**src/rtl/key_beep_ctrl.sv**
```systemverilog
// rtl/key_beep_ctrl.sv - key press classifier and buzzer beep sequencer
module key_beep_ctrl #(
  parameter int TONE_HALF = 12_500,
  parameter int BEEP_CYC  = 5_000_000,
  parameter int GAP_CYC   = 5_000_000,
  parameter int LONG_CYC  = 50_000_000
) (
  input  logic clk,
  input  logic rst_n,
  input  logic key_flag,
  input  logic key_value,
  input  logic mute,
  output logic beep,
  output logic busy,
  output logic short_evt,
  output logic long_evt,
  output logic drop
);

  localparam int PH_MAX = (BEEP_CYC > GAP_CYC) ? BEEP_CYC : GAP_CYC;
  localparam int HW = $clog2(TONE_HALF + 1);
  localparam int TW = $clog2(PH_MAX + 1);
  localparam int LW = $clog2(LONG_CYC + 1);

  localparam logic [HW-1:0] HALF_LAST = HW'(TONE_HALF - 1);
  localparam logic [TW-1:0] BEEP_LAST = TW'(BEEP_CYC - 1);
  localparam logic [TW-1:0] GAP_LAST  = TW'(GAP_CYC - 1);
  localparam logic [LW-1:0] LONG_MAX  = LW'(LONG_CYC);
  localparam logic [LW-1:0] LONG_PRE  = LW'(LONG_CYC - 1);

  typedef enum logic [1:0] {IDLE, TONE, GAP} state_e;

  state_e          state_q, state_d;
  logic            held_q, held_d;
  logic [LW-1:0]   hold_cnt_q, hold_cnt_d;
  logic            long_done_q, long_done_d;
  logic            short_q, short_d;
  logic            long_q, long_d;
  logic            drop_q, drop_d;
  logic [1:0]      pending_q, pending_d;
  logic [1:0]      rem_q, rem_d;
  logic [TW-1:0]   tcnt_q, tcnt_d;
  logic [HW-1:0]   hcnt_q, hcnt_d;
  logic            phase_q, phase_d;
  logic            beep_q, beep_d;
  logic [1:0]      req_n, load_n;
  logic            press, release_k;

  assign press     = key_flag & ~key_value & held_q;
  assign release_k = key_flag &  key_value & ~held_q;

  // A release on the very cycle the hold count matures wins: it is a short press.
  always_comb begin
    held_d      = held_q;
    hold_cnt_d  = hold_cnt_q;
    long_done_d = long_done_q;
    short_d     = 1'b0;
    long_d      = 1'b0;
    if (press) begin
      held_d      = 1'b0;
      hold_cnt_d  = '0;
      long_done_d = 1'b0;
    end else if (release_k) begin
      held_d  = 1'b1;
      short_d = ~long_done_q;
    end else if (!held_q) begin
      if (hold_cnt_q != LONG_MAX) hold_cnt_d = hold_cnt_q + LW'(1);
      if (!long_done_q && hold_cnt_q == LONG_PRE) begin
        long_d      = 1'b1;
        long_done_d = 1'b1;
      end
    end
  end

  always_comb begin
    req_n     = short_q ? 2'd1 : (long_q ? 2'd2 : 2'd0);
    load_n    = 2'd0;
    state_d   = state_q;
    rem_d     = rem_q;
    tcnt_d    = tcnt_q;
    hcnt_d    = hcnt_q;
    phase_d   = phase_q;
    pending_d = pending_q;
    drop_d    = 1'b0;
    case (state_q)
      IDLE: begin
        if (req_n != 2'd0) begin
          load_n = req_n;
        end else if (pending_q != 2'd0) begin
          load_n    = pending_q;
          pending_d = 2'd0;
        end
      end
      TONE: begin
        if (tcnt_q == BEEP_LAST) begin
          state_d = GAP;
          tcnt_d  = '0;
          phase_d = 1'b0;
        end else begin
          tcnt_d = tcnt_q + TW'(1);
          if (hcnt_q == HALF_LAST) begin
            hcnt_d  = '0;
            phase_d = ~phase_q;
          end else begin
            hcnt_d = hcnt_q + HW'(1);
          end
        end
      end
      GAP: begin
        if (tcnt_q == GAP_LAST) begin
          tcnt_d = '0;
          if (rem_q != 2'd0) begin
            state_d = TONE;
            rem_d   = rem_q - 2'd1;
            hcnt_d  = '0;
            phase_d = 1'b1;
          end else begin
            state_d = IDLE;
          end
        end else begin
          tcnt_d = tcnt_q + TW'(1);
        end
      end
      default: state_d = IDLE;
    endcase
    if (load_n != 2'd0) begin
      state_d = TONE;
      rem_d   = load_n - 2'd1;
      tcnt_d  = '0;
      hcnt_d  = '0;
      phase_d = 1'b1;
    end
    if (state_q != IDLE && req_n != 2'd0) begin
      if (pending_q == 2'd0) pending_d = req_n;
      else                   drop_d    = 1'b1;
    end
    // Phase keeps running under mute so unmuting mid-tone stays in step.
    beep_d = (state_d == TONE) & phase_d & ~mute;
  end

  always_ff @(posedge clk or negedge rst_n) begin
    if (!rst_n) begin
      state_q     <= IDLE;
      held_q      <= 1'b1;
      hold_cnt_q  <= '0;
      long_done_q <= 1'b0;
      short_q     <= 1'b0;
      long_q      <= 1'b0;
      drop_q      <= 1'b0;
      pending_q   <= 2'd0;
      rem_q       <= 2'd0;
      tcnt_q      <= '0;
      hcnt_q      <= '0;
      phase_q     <= 1'b0;
      beep_q      <= 1'b0;
    end else begin
      state_q     <= state_d;
      held_q      <= held_d;
      hold_cnt_q  <= hold_cnt_d;
      long_done_q <= long_done_d;
      short_q     <= short_d;
      long_q      <= long_d;
      drop_q      <= drop_d;
      pending_q   <= pending_d;
      rem_q       <= rem_d;
      tcnt_q      <= tcnt_d;
      hcnt_q      <= hcnt_d;
      phase_q     <= phase_d;
      beep_q      <= beep_d;
    end
  end

  assign beep      = beep_q;
  assign busy      = (state_q != IDLE);
  assign short_evt = short_q;
  assign long_evt  = long_q;
  assign drop      = drop_q;

endmodule

```
**config.mk**
```make
export PLATFORM = sky130hd
export DESIGN_NAME = key_beep_ctrl
export DESIGN_NICKNAME = d
export VERILOG_FILES = /design/src/rtl/key_beep_ctrl.sv
export SDC_FILE = /design/constraint.sdc
export NUM_CORES = 1
export LEC_CHECK = 0
export CAP_MARGIN = 20
export CORE_MARGIN = 2
export CORE_UTILIZATION = 30
export DETAILED_ROUTE_END_ITERATION = 8
export GPL_TIMING_DRIVEN = 0
export SETUP_SLACK_MARGIN = 0.15
export SYNTH_ARGS = -nofsm -noshare
export SYNTH_HDL_FRONTEND = slang
export SYNTH_SLANG_ARGS = --single-unit
```
**constraint.sdc**
```tcl
create_clock -name clk -period 3.7 [get_ports clk]
set_input_delay 0.925 -clock clk [delete_from_list [all_inputs] [get_ports clk]]
set_output_delay 0.925 -clock clk [all_outputs]
set_load 0.005 [all_outputs]
```
==> out/results.ini <==
[status]
status = finished, final reports clean

[grt]
top_usage_layer = met2
grtUsageMet1_pct = 18.23
grt_pass1_vias = 3533
antenna_found_initial = 0
grt_use_total_pct = 13.74
grt_max_degree = 49
gr-total-overflow = 0
grt_pass1_wl_mm = 16.70
grtUsageMet2_pct = 22.25
use_met3_pct = 3.321

[critical_path]
rr_endpoint = hcnt_q[7]
worstSetupPathType = register to output port
cp.depth = 5
path_buf_inv = 4
critPathCaptureType = output port
cp-start-kind = register
crit_top_cell = inv_1
worst_path_max_delay_cell = clkdlybuf4s50_1
crit-reg2reg-launch = tcnt_q[0]
arrival_ps = 2180
crit_chain = inv_1 > ha_1 > clkbuf_1 > inv_1 > clkdlybuf4s50_1
reg2reg_setup_slack_ps = 1200
r2r_cells = 8
crit_required_ps = 2770
max_stage_delay_ps = 500
crit_family = buffers and inverters
critPathMaxFanout = 10

[synthesis]
yosys.area.top_type = dfrtp_1
synthCells = 476
synth_area_per_cell_um2 = 8.945
yosys_warnings = 0
ys_top_cells_by_area = dfrtp_1, nor2_1, nand2_1
async_flop_share_pct = 100.0
synthesis.nets = 489
synthTopCellsByCount = dfrtp_1, nor2_1, nand2_1, o21ai_0, nand3_1
syn_area_mm2 = 0.004258
seq_area_frac_synth_pct = 44.70
synth.most_common_cell = dfrtp_1
ys.flop_type = dfrtp_1
ys_ff_latch = 76
synth_cell_types = 60
netlist.area_leader.share_pct = 44.08
synth-edff-count = 0

[power]
peakVddDrop_mv = 0.2079
power_density_mw_per_mm2 = 496.4
leakage_nw = 2.025
fin_total_pwr_mw = 2.417

[clock_tree]
cts_resized = 0
post-cts-setup-buffers = 0
worstSkewPairLatency_ps = 330
cts_root_buf = clkbuf_16
cts_buffer_depth = 2
cts_buffers = 9
cts_tree = built
cts.clk_slew.worst_paths_ps = 60
cts.sinks = 76
cts_max_level = 3
holdBufCountCts = 0

[place]
post_dp_cell_area_mm2 = 0.004598
place_hpwl_mm = 6.620
place_congestion = 0.8444
io_buffers = 9

[finish]
drive_above_1_share_pct = 8.367
num_antenna_cells = 0
finalNetCount = 510
syn_to_final_growth_pct = 14.34
design_area_mm2 = 0.004868

[sta]
fmax_mhz = 322.4
slew_viol_final = 0
finalClockSkew_ps = 5.581
rsz0062_at_grt = false
period_share_pct = 83.82
hold_slack_ps = 471.4
fin_tns_setup_ps = 0
timing_worst_slew_pin_value_ps = 721.7
relSlewSlack_pct = 51.36
hold_viol_final = 0
setup_viol = 0
min_period_ps = 3102

[detailed_routing]
antenna_left = 0
via_per_inst = 5.180
wl_per_cell_um = 13.67
drt_iter0_drc = 290
first_pass_iters = 4
num_vias = 3533
routed_wl_mm = 9.320
post-route-drc-count = 0

[die]
core-area_mm2 = 0.01388
pin_count = 10
rows = 43
die_width_um = 123.1
die_y_um = 123.1
start_util_pct = 30.67
die-area_mm2 = 0.01516

[min_path]
hold-path-endpoint = short_evt
min_path_type = register to register
hold_path_depth = 1
min_from = long_done_q

[flow_run]
max-cap-violations = 0

[state kept, by name (all words and copies together) (netlist names), 2 cells and up]
signal and cells:
hold_cnt_q 26, tcnt_q 23, hcnt_q 14, pending_q 2, rem_q 2, state_q 2
[layout make-up]
| type | count | area, um^2 |
|---|---|---|
| Tap cell | 180 | 225.2 |
| Clock buffer | 11 | 232.7 |
| Timing Repair Buffer | 10 | 115.1 |
| Fill cell | 1439 | 9012 |
| Buffer | 19 | 90.09 |
| Sequential cell | 76 | 1903 |
| Clock inverter | 5 | 37.54 |
| Multi-Input combinational cell | 363 | 2197 |
| Inverter | 18 | 67.56 |
[cells by family after synthesis]
| family | synth area share, % |
|---|---|
| AO/OA/AOI/OAI | 13.25 |
| XOR/XNOR | 6.171 |
| adder cells (fa/ha/maj) | 2.351 |
| buffers and inverters | 3.702 |
| flip-flops | 44.70 |
| multiplexers | 1.205 |
| AND/OR/NAND/NOR | 28.62 |
[power breakdown]
group | switching (mW) | internal [mW] | leakage [nW] | total, mW
clock network | 0.347 | 0.457 | 0.126 | 0.804
logic | 0.385 | 0.220 | 0.860 | 0.605
registers | 0.0920 | 0.916 | 1.04 | 1.01
[per-layer routing]
layer | routed length, um | up-vias | part of all wire, %
li1 | - | 1744 | -
met1 | 4680 | 1745 | 50
met2 | 4318 | 39 | 46
met3 | 256 | 5 | 2.7
met4 | 64 | 0 | 0.69
met5 | 0 | - | 0
[placed cells by master, fill, tap and decap left out, types with 4 or more instances in the layout]
cell             instances
nand2_1                 52
and3_1                  13
a21oi_1                 17
or3_1                    5
nor3_1                  15
mux2i_1                  4
o31ai_1                  7
nor4b_1                  6
xor2_1                  10
o21ai_1                  6
nand4_1                 16
xnor2_1                 20
clkbuf_16                9
clkbuf_1                15
dfrtp_1                 75
clkdlybuf4s50_1          8
nor2_1                  67
ha_1                     8
nand4b_1                 4
nand3_1                 22
o21ai_0                 27
a31oi_1                  9
inv_1                   18
[worst register-to-register path: cells and delay by family, from the launching register on]
kind / cells / cell delay [ps]
buffers and inverters: 1 / 230
AND/OR/NAND/NOR: 2 / 630
flip-flops: 1 / 450
AO/OA/AOI/OAI: 4 / 840
adder cells (fa/ha/maj): 1 / 260
[how the worst max path moves through the flow]
stage | end | slack, ps | from
floorplan | hold_cnt_q[18] | 1400 | key_value
global placement | tcnt_q[3] | -970 | rst_n
detailed placement | hold_cnt_q[18] | 520 | key_value
CTS | busy | 630 | state_q[0]
global route | busy | 440 | state_q[0]
finish | busy | 600 | state_q[0]
[per-stage QoR]
stage               cells  util (%)  setup slack, ps
floorplan             476         -             1403
global placement      665     32.95           -965.4
detailed placement    666     33.13            518.2
CTS                   682     35.07            625.8
global route          682     35.07            442.5
finish                682     35.07            598.5
Note: power is estimated with default switching activity, not from simulation.
